File: src/rtl/hazard_pkg.sv
// Shared encodings for the pipeline hazard/stall sequencer.
package hazard_pkg;

    typedef enum logic {
        ST_RUN     = 1'b0,
        ST_MD_BUSY = 1'b1
    } state_e;

    localparam logic [1:0] PCSRC_SEQ = 2'd0;
    localparam logic [1:0] PCSRC_BR  = 2'd1;
    localparam logic [1:0] PCSRC_J   = 2'd2;
    localparam logic [1:0] PCSRC_JR  = 2'd3;

    localparam logic [4:0] ZERO_REG = 5'd0;

endpackage

File: src/rtl/hazard_perf_counter.sv
// Saturating event counter used for stall/redirect statistics.
module hazard_perf_counter #(
    parameter int CNT_W = 16
) (
    input  logic             clk_i,
    input  logic             rst_n_i,
    input  logic             inc_i,
    output logic [CNT_W-1:0] count_o
);

    logic [CNT_W-1:0] count_q;

    always_ff @(posedge clk_i or negedge rst_n_i) begin
        if (!rst_n_i) begin
            count_q <= '0;
        end else if (inc_i && (count_q != '1)) begin
            count_q <= count_q + 1'b1;
        end
    end

    assign count_o = count_q;

endmodule

File: src/rtl/hazard_stall_controller.sv
// Pipeline sequencer: load-use and HI/LO stalls, MEM redirects, mult/div abort.
// Optional stall/redirect counters are built only when HAZARD_PERF_CNT_EN is defined.
//
// state      | meaning
// ST_RUN     | no mult/div occupying the HI/LO path
// ST_MD_BUSY | mult/div in flight, cnt counts down to its last cycle
module hazard_stall_controller
    import hazard_pkg::*;
#(
    parameter int MULDIV_CYCLES = 4,
    parameter int CNT_W         = 16
) (
    input  logic             Clk,
    input  logic             Reset,
    input  logic [4:0]       ID_rs,
    input  logic [4:0]       ID_rt,
    input  logic             ID_uses_rs,
    input  logic             ID_uses_rt,
    input  logic             ID_muldiv,
    input  logic             ID_reads_hilo,
    input  logic             EX_MemRead,
    input  logic [4:0]       EX_rt,
    input  logic [1:0]       MEM_PCSrc,
    output logic             PCWrite,
    output logic             IFIDWrite,
    output logic             IFIDFlush,
    output logic             IDEXFlush,
    output logic             EXMEMFlush,
    output logic             MulDivAbort,
    output logic             Busy,
    output logic [CNT_W-1:0] StallCount,
    output logic [CNT_W-1:0] FlushCount
);

    localparam logic [3:0] CNT_LOAD = 4'(MULDIV_CYCLES - 1);

    state_e     state_q, state_d;
    logic [3:0] cnt_q, cnt_d;

    logic redirect, load_use, md_stall, stall, abort, issue;

    assign redirect = (MEM_PCSrc != PCSRC_SEQ);
    assign load_use = EX_MemRead && (EX_rt != ZERO_REG) &&
                      ((ID_uses_rs && (ID_rs == EX_rt)) || (ID_uses_rt && (ID_rt == EX_rt)));
    // The last busy cycle (cnt == 0) releases the HI/LO consumer.
    assign md_stall = (state_q == ST_MD_BUSY) && (cnt_q != 4'd0) && (ID_reads_hilo || ID_muldiv);
    assign stall    = !redirect && (load_use || md_stall);
    assign abort    = redirect && (state_q == ST_MD_BUSY) && (cnt_q == CNT_LOAD);
    assign issue    = !redirect && !stall && ID_muldiv &&
                      ((state_q == ST_RUN) || (cnt_q == 4'd0));

    always_comb begin
        state_d = state_q;
        cnt_d   = cnt_q;
        if (issue) begin
            state_d = ST_MD_BUSY;
            cnt_d   = CNT_LOAD;
        end else if (state_q == ST_MD_BUSY) begin
            if (abort || (cnt_q == 4'd0)) begin
                state_d = ST_RUN;
                cnt_d   = 4'd0;
            end else begin
                cnt_d = cnt_q - 4'd1;
            end
        end
    end

    always_ff @(posedge Clk or negedge Reset) begin
        if (!Reset) begin
            state_q <= ST_RUN;
            cnt_q   <= 4'd0;
        end else begin
            state_q <= state_d;
            cnt_q   <= cnt_d;
        end
    end

    always_comb begin
        PCWrite     = 1'b1;
        IFIDWrite   = 1'b1;
        IFIDFlush   = 1'b0;
        IDEXFlush   = 1'b0;
        EXMEMFlush  = 1'b0;
        MulDivAbort = 1'b0;
        if (!Reset) begin
            PCWrite    = 1'b0;
            IFIDWrite  = 1'b0;
            IFIDFlush  = 1'b1;
            IDEXFlush  = 1'b1;
            EXMEMFlush = 1'b1;
        end else if (redirect) begin
            IFIDFlush   = 1'b1;
            IDEXFlush   = 1'b1;
            EXMEMFlush  = 1'b1;
            MulDivAbort = abort;
        end else if (stall) begin
            PCWrite   = 1'b0;
            IFIDWrite = 1'b0;
            IDEXFlush = 1'b1;
        end
    end

    assign Busy = (state_q == ST_MD_BUSY);

`ifdef HAZARD_PERF_CNT_EN
    hazard_perf_counter #(.CNT_W(CNT_W)) u_stall_cnt (
        .clk_i   (Clk),
        .rst_n_i (Reset),
        .inc_i   (Reset && !PCWrite),
        .count_o (StallCount)
    );

    hazard_perf_counter #(.CNT_W(CNT_W)) u_flush_cnt (
        .clk_i   (Clk),
        .rst_n_i (Reset),
        .inc_i   (Reset && redirect),
        .count_o (FlushCount)
    );
`else
    assign StallCount = '0;
    assign FlushCount = '0;
`endif

endmodule
File: config.mk
export PLATFORM = sky130hd
export DESIGN_NAME = hazard_stall_controller
export DESIGN_NICKNAME = d
export VERILOG_FILES = /design/src/rtl/hazard_pkg.sv /design/src/rtl/hazard_perf_counter.sv /design/src/rtl/hazard_stall_controller.sv
export SDC_FILE = /design/constraint.sdc
export NUM_CORES = 1
export LEC_CHECK = 0
export CORE_MARGIN = 1
export CORE_UTILIZATION = 33
export DETAILED_ROUTE_END_ITERATION = 12
export GPL_ROUTABILITY_DRIVEN = 0
export GPL_TIMING_DRIVEN = 0
export PLACE_DENSITY = 0.82
export SLEW_MARGIN = 10
export SYNTH_ARGS = -nofsm -noshare
export SYNTH_HDL_FRONTEND = slang
export SYNTH_HIERARCHICAL = 1
export SYNTH_SLANG_ARGS = --single-unit
File: constraint.sdc
create_clock -name Clk -period 2.75 [get_ports Clk]
set_input_delay 0.4125 -clock Clk [delete_from_list [all_inputs] [get_ports Clk]]
set_output_delay 0.4125 -clock Clk [all_outputs]
set_load 0.02 [all_outputs]
==> run summary, run 1 <==
The endpoint of the worst setup timing path is IDEXFlush. The tools report the worst clock skew on the final layout as 0.342 ps. The tools report the sequential share of the synthesized area as 17.5%. The finished layout holds 179 standard cells, fillers aside.

The worst register-to-register path ends at cnt_q[1]$_DFFE_PN0P_. The initial antenna violation count came out at 0. The floorplan die width came out at 48.5 um.

The tools report the worst ir drop on vdd as 0.446 mV. Clock-pin slew was measured on the worst setup and hold paths at 40 ps. Counting tap cells, the placed design contains a total of 175 instances. The worst setup path is captured at an output port. In the synthesized netlist, mux cells make up 0% of the area.

For this run, the post-layout net count is 180. In the synthesized netlist the dominant register cell turns out to be sky130_fd_sc_hd__dfrtp_1. The power density of the placed cells is 482 mW/mm^2, and the area of the multi-input gates is 438 sq um.

The total count of hold-check failures in the final report is 0, and the achievable frequency is 0.377 GHz. Adder and majority gate portion of the synthesized area: 5.26%. The most frequent cell after synthesis was sky130_fd_sc_hd__buf_4. Data on the critical path is required at its endpoint by 2340 ps. 63 I/O pins were placed. The tools report the share of the core filled with cells in the final layout as 59.1%. The logs give 125 sq um for the sequential standard cell area and 433 ps for the worst hold slack after final layout. Using the TritonRoute via totals, the vias-per-cell ratio works out to 3.93. The run gives 609 as the number of global-route vias before repair. The critical path starts at EX_rt[1]. Counting flops with an async set or reset pin after synthesis yields a share of 100%. The cell taking the most area after synthesis was sky130_fd_sc_hd__buf_4. Summed over all layers, the routed wires come to 1630 um. The number of hold buffers added after CTS was 0. The first-pass GRT wire length is 2680 um. The count of cell types in the netlist came out at 25. The placed instances occupy a cell area of 0.00116 sq mm. The synthesized design devotes to its leading area cell type 35.8% of total area. In the finished design, the share of the clock period the worst path needs comes to 96.4%. The tools report the total negative slack as 0 ps. Buffers inserted during clock tree synthesis total 3.

Port buffering added 30 buffers. Of the cells placed in the final design, the portion with a size suffix greater than 1 is 27.6%. The tools report the latest clock arrival within the worst-skew pair as 240 ps. The area growth from synthesis to layout is 65.8%, and the iteration count of the initial detailed-routing pass is 4.

Summing internal, switching and leakage power gives 0.570 mW. Global routing used 14.9% of the available tracks. Setup violations remaining at the end of the flow were counted as 0.

The number of diodes was 0. The number of sinks on the clock net came out at 5. Clock tree root buffer cell: sky130_fd_sc_hd__clkbuf_4. In the synthesized netlist, the number of instances is 87. The logic depth of the worst register-to-register path is 6. Summed over all nets, the half-perimeter wirelength after detailed placement is 1410 um. Counting flops with a built-in enable in the synthesized netlist gives 0. The region available for standard cell placement spans 0.00200 sq mm. Along the worst path, the maximum fanout reaches 3.

The largest family of logic cells by synthesized area was buffers and inverters. Ranked by total cell area, the synthesized netlist is headed by sky130_fd_sc_hd__buf_4, sky130_fd_sc_hd__dfrtp_1, sky130_fd_sc_hd__xnor2_1. The class of the worst hold path is input port to async pin.

The startpoint of the most critical register-to-register path was cnt_q[0]$_DFFE_PN0P_. The number of filler instances in the final layout was 193; the synthesis warning total was 6. The critical path in this run is classified as input port to output port.

Across all layers, the routed design uses 704 vias. The worst endpoint data arrival time came out at 2240 ps. TritonCTS built the clock tree.

The H-tree depth reported by CTS is 1, and the combined area of all synthesized cells is 713 sq um. Number of design-rule violations left by the first detailed-router iteration: 4. The flow ran to the end, and the final reports show no timing, DRC or antenna violations.

The count of pins over their slew limit was 0; the total congestion overflow after global routing was 0. The total number of placement rows was 16; the vertical extent of the die was 48.5 um. The detail route stage leaves a number of antenna-violating nets equal to 0. The tools report the post-route worst setup slack as 99.8 ps. For this run, design rule violations remaining after detail routing come to 0. The worst setup path is launched from an input port.

Once the floorplan was initialized, standard cells occupied 35.6% of the core. After synthesis the netlist holds a flip-flop and latch count of 5. Ranked by instance count, the synthesized netlist is headed by sky130_fd_sc_hd__buf_4, sky130_fd_sc_hd__xnor2_1, sky130_fd_sc_hd__dfrtp_1, sky130_fd_sc_hd__nor2_1. No sink is reached through more buffers than the 2 on the longest clock path. Number of post-CTS setup repair buffers: 0. The logs give 10 for the largest net degree at the start of global routing and 0 for the number of maximum-capacitance violations. Final critical path time including I/O delays and setup: 2650 ps. After Yosys synthesis, XOR and XNOR cells account for 12.3% of the synthesized area. In this run the static leakage power is 0.610 nW. Setup repair after global routing left no endpoint under its margin. The routed wire length per instance is 9.10 um, and the area enclosed by the die boundary is 0.00235 sq mm. The pre-CTS worst setup slack was -364 ps. For flop-to-flop paths, the worst setup slack is 1230 ps.

The synthesized area divided by synthesized cell count was 8.20 sq um. The synthesized netlist devotes 12.1% of its cell area to compound gates. The cell area after layout was 0.00118 sq mm. The area share of and/or/nand/nor cells after synthesis came out at 14.9%.
[worst max-delay path, stage by stage]
cell	delay, ps
sky130_fd_sc_hd__clkdlybuf4s50_1	480
sky130_fd_sc_hd__or4_1	540
sky130_fd_sc_hd__o21a_1	220
sky130_fd_sc_hd__a2bb2oi_1	180
sky130_fd_sc_hd__nand3_1	100
sky130_fd_sc_hd__clkdlybuf4s15_1	310
[worst min-delay path by stage]
stage / from / to / slack [ps] / depth (start not counted)
after floorplan: Reset / Busy$_DFF_PN0_ / 120 / 0
after global placement: cnt_q[2]$_DFFE_PN0P_ / cnt_q[2]$_DFFE_PN0P_ / 510 / 1
after detailed placement: cnt_q[2]$_DFFE_PN0P_ / cnt_q[2]$_DFFE_PN0P_ / 530 / 1
after CTS: Reset / Busy$_DFF_PN0_ / 430 / 1
after global routing: Reset / Busy$_DFF_PN0_ / 460 / 1
final: Reset / Busy$_DFF_PN0_ / 430 / 1
[cell type report]
type                            instances  share of cell area [%]
Multi-Input combinational cell         76                    37.0
Sequential cell                         5                    10.6
Timing Repair Buffer                   30                    24.8
Tap cell                               27                    2.86
Buffer                                 34                    21.6
Clock buffer                            4                    2.22
Inverter                                3                   0.952
[cell usage in the layout, fill, tap and decap left out, types with 3 or more instances in the layout]
master	n
sky130_fd_sc_hd__conb_1	32
sky130_fd_sc_hd__xnor2_1	10
sky130_fd_sc_hd__clkdlybuf4s50_1	27
sky130_fd_sc_hd__inv_1	3
sky130_fd_sc_hd__ha_1	3
sky130_fd_sc_hd__nor2_1	5
sky130_fd_sc_hd__dfrtp_1	5
sky130_fd_sc_hd__clkbuf_4	3
sky130_fd_sc_hd__nand2_1	3
sky130_fd_sc_hd__buf_4	35
[flip-flops by register name, indices dropped and copies added (netlist names)]
register,count
cnt_q,4
Busy,1
[where the power goes]
part,switching [mW],internal [mW]
combinational,0.173,0.168
sequential,0.0347,0.109
clock,0.0302,0.0549
[kinds of logic after synthesis]
kind of cell | Yosys count
other | 1
XOR/XNOR | 10
AND/OR/NAND/NOR | 20
AO/OA/AOI/OAI | 11
flip-flops | 5
adder cells (fa/ha/maj) | 3
buffers and inverters | 37
[repair_timing]
action / in CTS / in global routing
pin swaps: 0 / 0
endpoints found under the hold margin: 0 / 0
setup endpoints to repair: 3 / 2
resized for setup: 5 / 2
[per-layer routing]
metal  global-route usage (%)  vias to the layer above  wire length, um
met5                        0                        -                0
met4                     8.82                        0               31
met3                     3.77                        4              198
met2                     25.6                       47              768
met1                     16.6                      294              630
li1                         -                      359                -
Power figures use the tool's default switching activity.
==> run 2, diff against run 1 <==
Settings changed: CAP_MARGIN set to 15, CORE_MARGIN 1 to 3, CORE_UTILIZATION 33 to 31, PLACE_DENSITY 0.82 to 0.78.
Clock period 2.75 ns to 2.65 ns, I/O delays scaled along.
==> run 2 against run 1 <==
Largest power group unchanged. Clock-buffer cell count down 1. Global-route usage is 4.4 points lower. Critical path depth increased by 1. Sequential share of layout area is 0.078 points lower. Core utilization fell by 1.3 points. Die area up 24%. Critical endpoint is now PCWrite. Register-to-register slack got worse by 110 ps.
==> run summary, run 2 (synthesized netlist as in run 1, its figures left out) <==
TritonCTS built the clock tree. The tools report the count of placed standard cells including taps as 175 (unchanged). Number of design-rule violations left by the first detailed-router iteration: 15 (was 4). For the total congestion overflow after global routing, the log shows 0 (unchanged). The vertical extent of the die came out at 54.0 um (was 48.5 um). The family of cells with the greatest summed delay on the critical path is buffers and inverters (unchanged). Total count of hold-check failures in the final report: 0 (unchanged).

The logs give 179 (unchanged) for the post-layout instance count excluding filler cells and 6 (was 5) for the number of gates resized after cts. Clock tree root buffer cell: sky130_fd_sc_hd__clkbuf_4 (unchanged). The total number of placement rows was 16 (unchanged). Setup repair after global routing left no endpoint under its margin. Antenna violation net count after detailed routing: 0 (unchanged). Critical path class: input port to output port (unchanged). The number of vias per cell after detailed routing was 3.75 (was 3.93); the number of diodes was 0 (unchanged). The routed wire length per instance came out at 9.33 um (was 9.10 um).

The number of sinks on the clock net was 5 (unchanged). The total via count in the routed design was 671 (was 704). The number of hold buffers added after CTS is 0 (unchanged). The combined buffer and inverter count along the critical path came out at 3 (was 2). The run finished with clean final reports. The run gives 0 (unchanged) as the number of endpoints failing setup at the final stage.

The fraction of final layout cells with drive strength greater than 1 is 30.3% (was 27.6%). The initial antenna violation count is 0 (unchanged), and the maximum net fanout on the critical path is 3 (unchanged). Power density of the placed cells: 494 mW/mm^2 (was 482 mW/mm^2). The placeable core area is 0.00206 sq mm (was 0.00200 sq mm).

The cell occurring most often along the worst timing path was sky130_fd_sc_hd__buf_4. The part of the cycle the worst path needs was 96.2%. The final critical path time including I/O delays and setup came out at 2550 ps.

The most common cell after layout, fill and taps aside was sky130_fd_sc_hd__buf_4 (unchanged). The largest net degree at the start of global routing is 10 (unchanged). The wire length after detailed routing was 1670 um (was 1630 um); the number of flip-flops under the largest register name was 4 (unchanged).

For the starting density of the core, the log shows 34.6% (was 35.6%). The tools report the TritonCTS buffer count as 3 (unchanged). The run gives 0.758 ps (was 0.342 ps) as the worst clock skew on the final layout. For the post-detailed-placement half-perimeter wirelength, the log shows 1510 um (was 1410 um). The class of the worst hold path was input port to async pin (unchanged). The floorplan die width came out at 54.0 um (was 48.5 um). The largest register by flop count was cnt_q (unchanged). The logs give 4 (unchanged) for the iteration count of the initial detailed-routing pass and 535 (was 609) for the number of global-route vias before repair. For the number of post-CTS setup repair buffers, the log shows 0 (unchanged).

The count of pins over their slew limit is 0 (unchanged), and the achievable frequency is 0.392 GHz. The element type at the critical path end was an output port (unchanged). The area growth from synthesis to layout was 67.0% (was 65.8%); the leakage power total was 0.614 nW (was 0.610 nW). The peak per-stage delay on the critical path was 540 ps (about the same); the number of maximum-capacitance violations was 0 (unchanged).

The tools report the startpoint type of the worst setup path as an input port (unchanged). For the number of filler instances in the final layout, the log shows 197 (was 193). The number of buffers on the longest clock path is 2 (unchanged), and the number of nets in the final layout is 180 (unchanged).

The logs give 0.00291 sq mm (was 0.00235 sq mm) for the area enclosed by the die boundary and 10.5% (was 14.9%) for the overall fraction of global-route tracks in use. The first-pass GRT wire length came out at 2240 um (was 2680 um). The run gives 0.548 mV (was 0.446 mV) as the worst ir drop on vdd.

The critical path required time is 2250 ps (was 2340 ps), and the worst endpoint data arrival time is 2150 ps (was 2240 ps). Total negative slack: 0 ps (unchanged). Series of cell instances along the critical path: clkdlybuf4s50_1 -> or4_1 -> o21a_1 -> a2bb2oi_2 -> o31a_1 -> buf_4 -> buf_4 (was clkdlybuf4s50_1 -> or4_1 -> o21a_1 -> a2bb2oi_1 -> nand3_1 -> clkdlybuf4s15_1). The post-CTS clock slew at the launch and capture registers of the worst setup and hold paths is 50 ps (was 40 ps). The cell with the largest stage delay on the worst path is sky130_fd_sc_hd__or4_1 (unchanged).

Leading cell types in the layout, fill and taps excluded: sky130_fd_sc_hd__buf_4, sky130_fd_sc_hd__conb_1, sky130_fd_sc_hd__clkdlybuf4s50_1, sky130_fd_sc_hd__xnor2_1 (unchanged). The H-tree depth reported by CTS was 1 (unchanged); the I/O pin total was 63 (unchanged). The latest clock arrival within the worst-skew pair came out at 240 ps (about the same). The run gives 0 (unchanged) as the number of design rule violations left after detail routing. The number of port buffers is 30 (unchanged).
## run 2: worst paths after layout
check                                          start                    to  slack, ps  cells after the start
worst min register to register  cnt_q[2]$_DFFE_PN0P_  cnt_q[2]$_DFFE_PN0P_        530                      1
worst max-delay path                        EX_rt[2]               PCWrite        100                      7
min in group Clk                cnt_q[2]$_DFFE_PN0P_  cnt_q[2]$_DFFE_PN0P_        530                      1
max in group asynchronous                      Reset  cnt_q[0]$_DFFE_PN0P_       1980                      1
worst max register to register  cnt_q[0]$_DFFE_PN0P_  cnt_q[0]$_DFFE_PN0P_       1120                      6
worst min-delay path                           Reset  cnt_q[2]$_DFFE_PN0P_        420                      1
## run 2: metrics by stage
step,hold WS (ps),power [mW],instance area [sq um],setup slack (ps),utilization (%)
global route,430,0.639,1190,26.2,57.8
global placement,508,0.485,1160,-423,56.4
floorplan,102,0.389,830,538,-
CTS,419,0.586,1190,7.75,57.6
finish,422,0.588,1190,100,57.8
detailed placement,515,0.495,1160,-413,56.4
## run 2: per-layer routing
layer | GRT usage (%) | up-vias | share of wire (%)
met5 | 0 | - | 0
met4 | 3.83 | 0 | 0
met3 | 2.77 | 0 | 9.9
met2 | 17.7 | 39 | 54
met1 | 12.6 | 274 | 36
li1 | - | 358 | -
## run 2: where the power goes
part / switching (mW) / leakage (nW) / internal, mW
Sequential: 0.0381 / 0.0618 / 0.113
Combinational: 0.175 / 0.534 / 0.175
Clock: 0.0323 / 0.0177 / 0.0546
Total: 0.245 / 0.614 / 0.343
## run 2: layout make-up
class / instances / area, sq um / share of cell area, %
tap: 27 / 33.8 / 2.84
clock inverter: 1 / 5.00 / 0.420
clock buffer: 3 / 22.5 / 1.89
timing repair buffer: 30 / 288 / 24.2
inverter: 3 / 11.3 / 0.945
multi-input combinational: 76 / 450 / 37.8
sequential: 5 / 125 / 10.5
buffer: 34 / 255 / 21.4
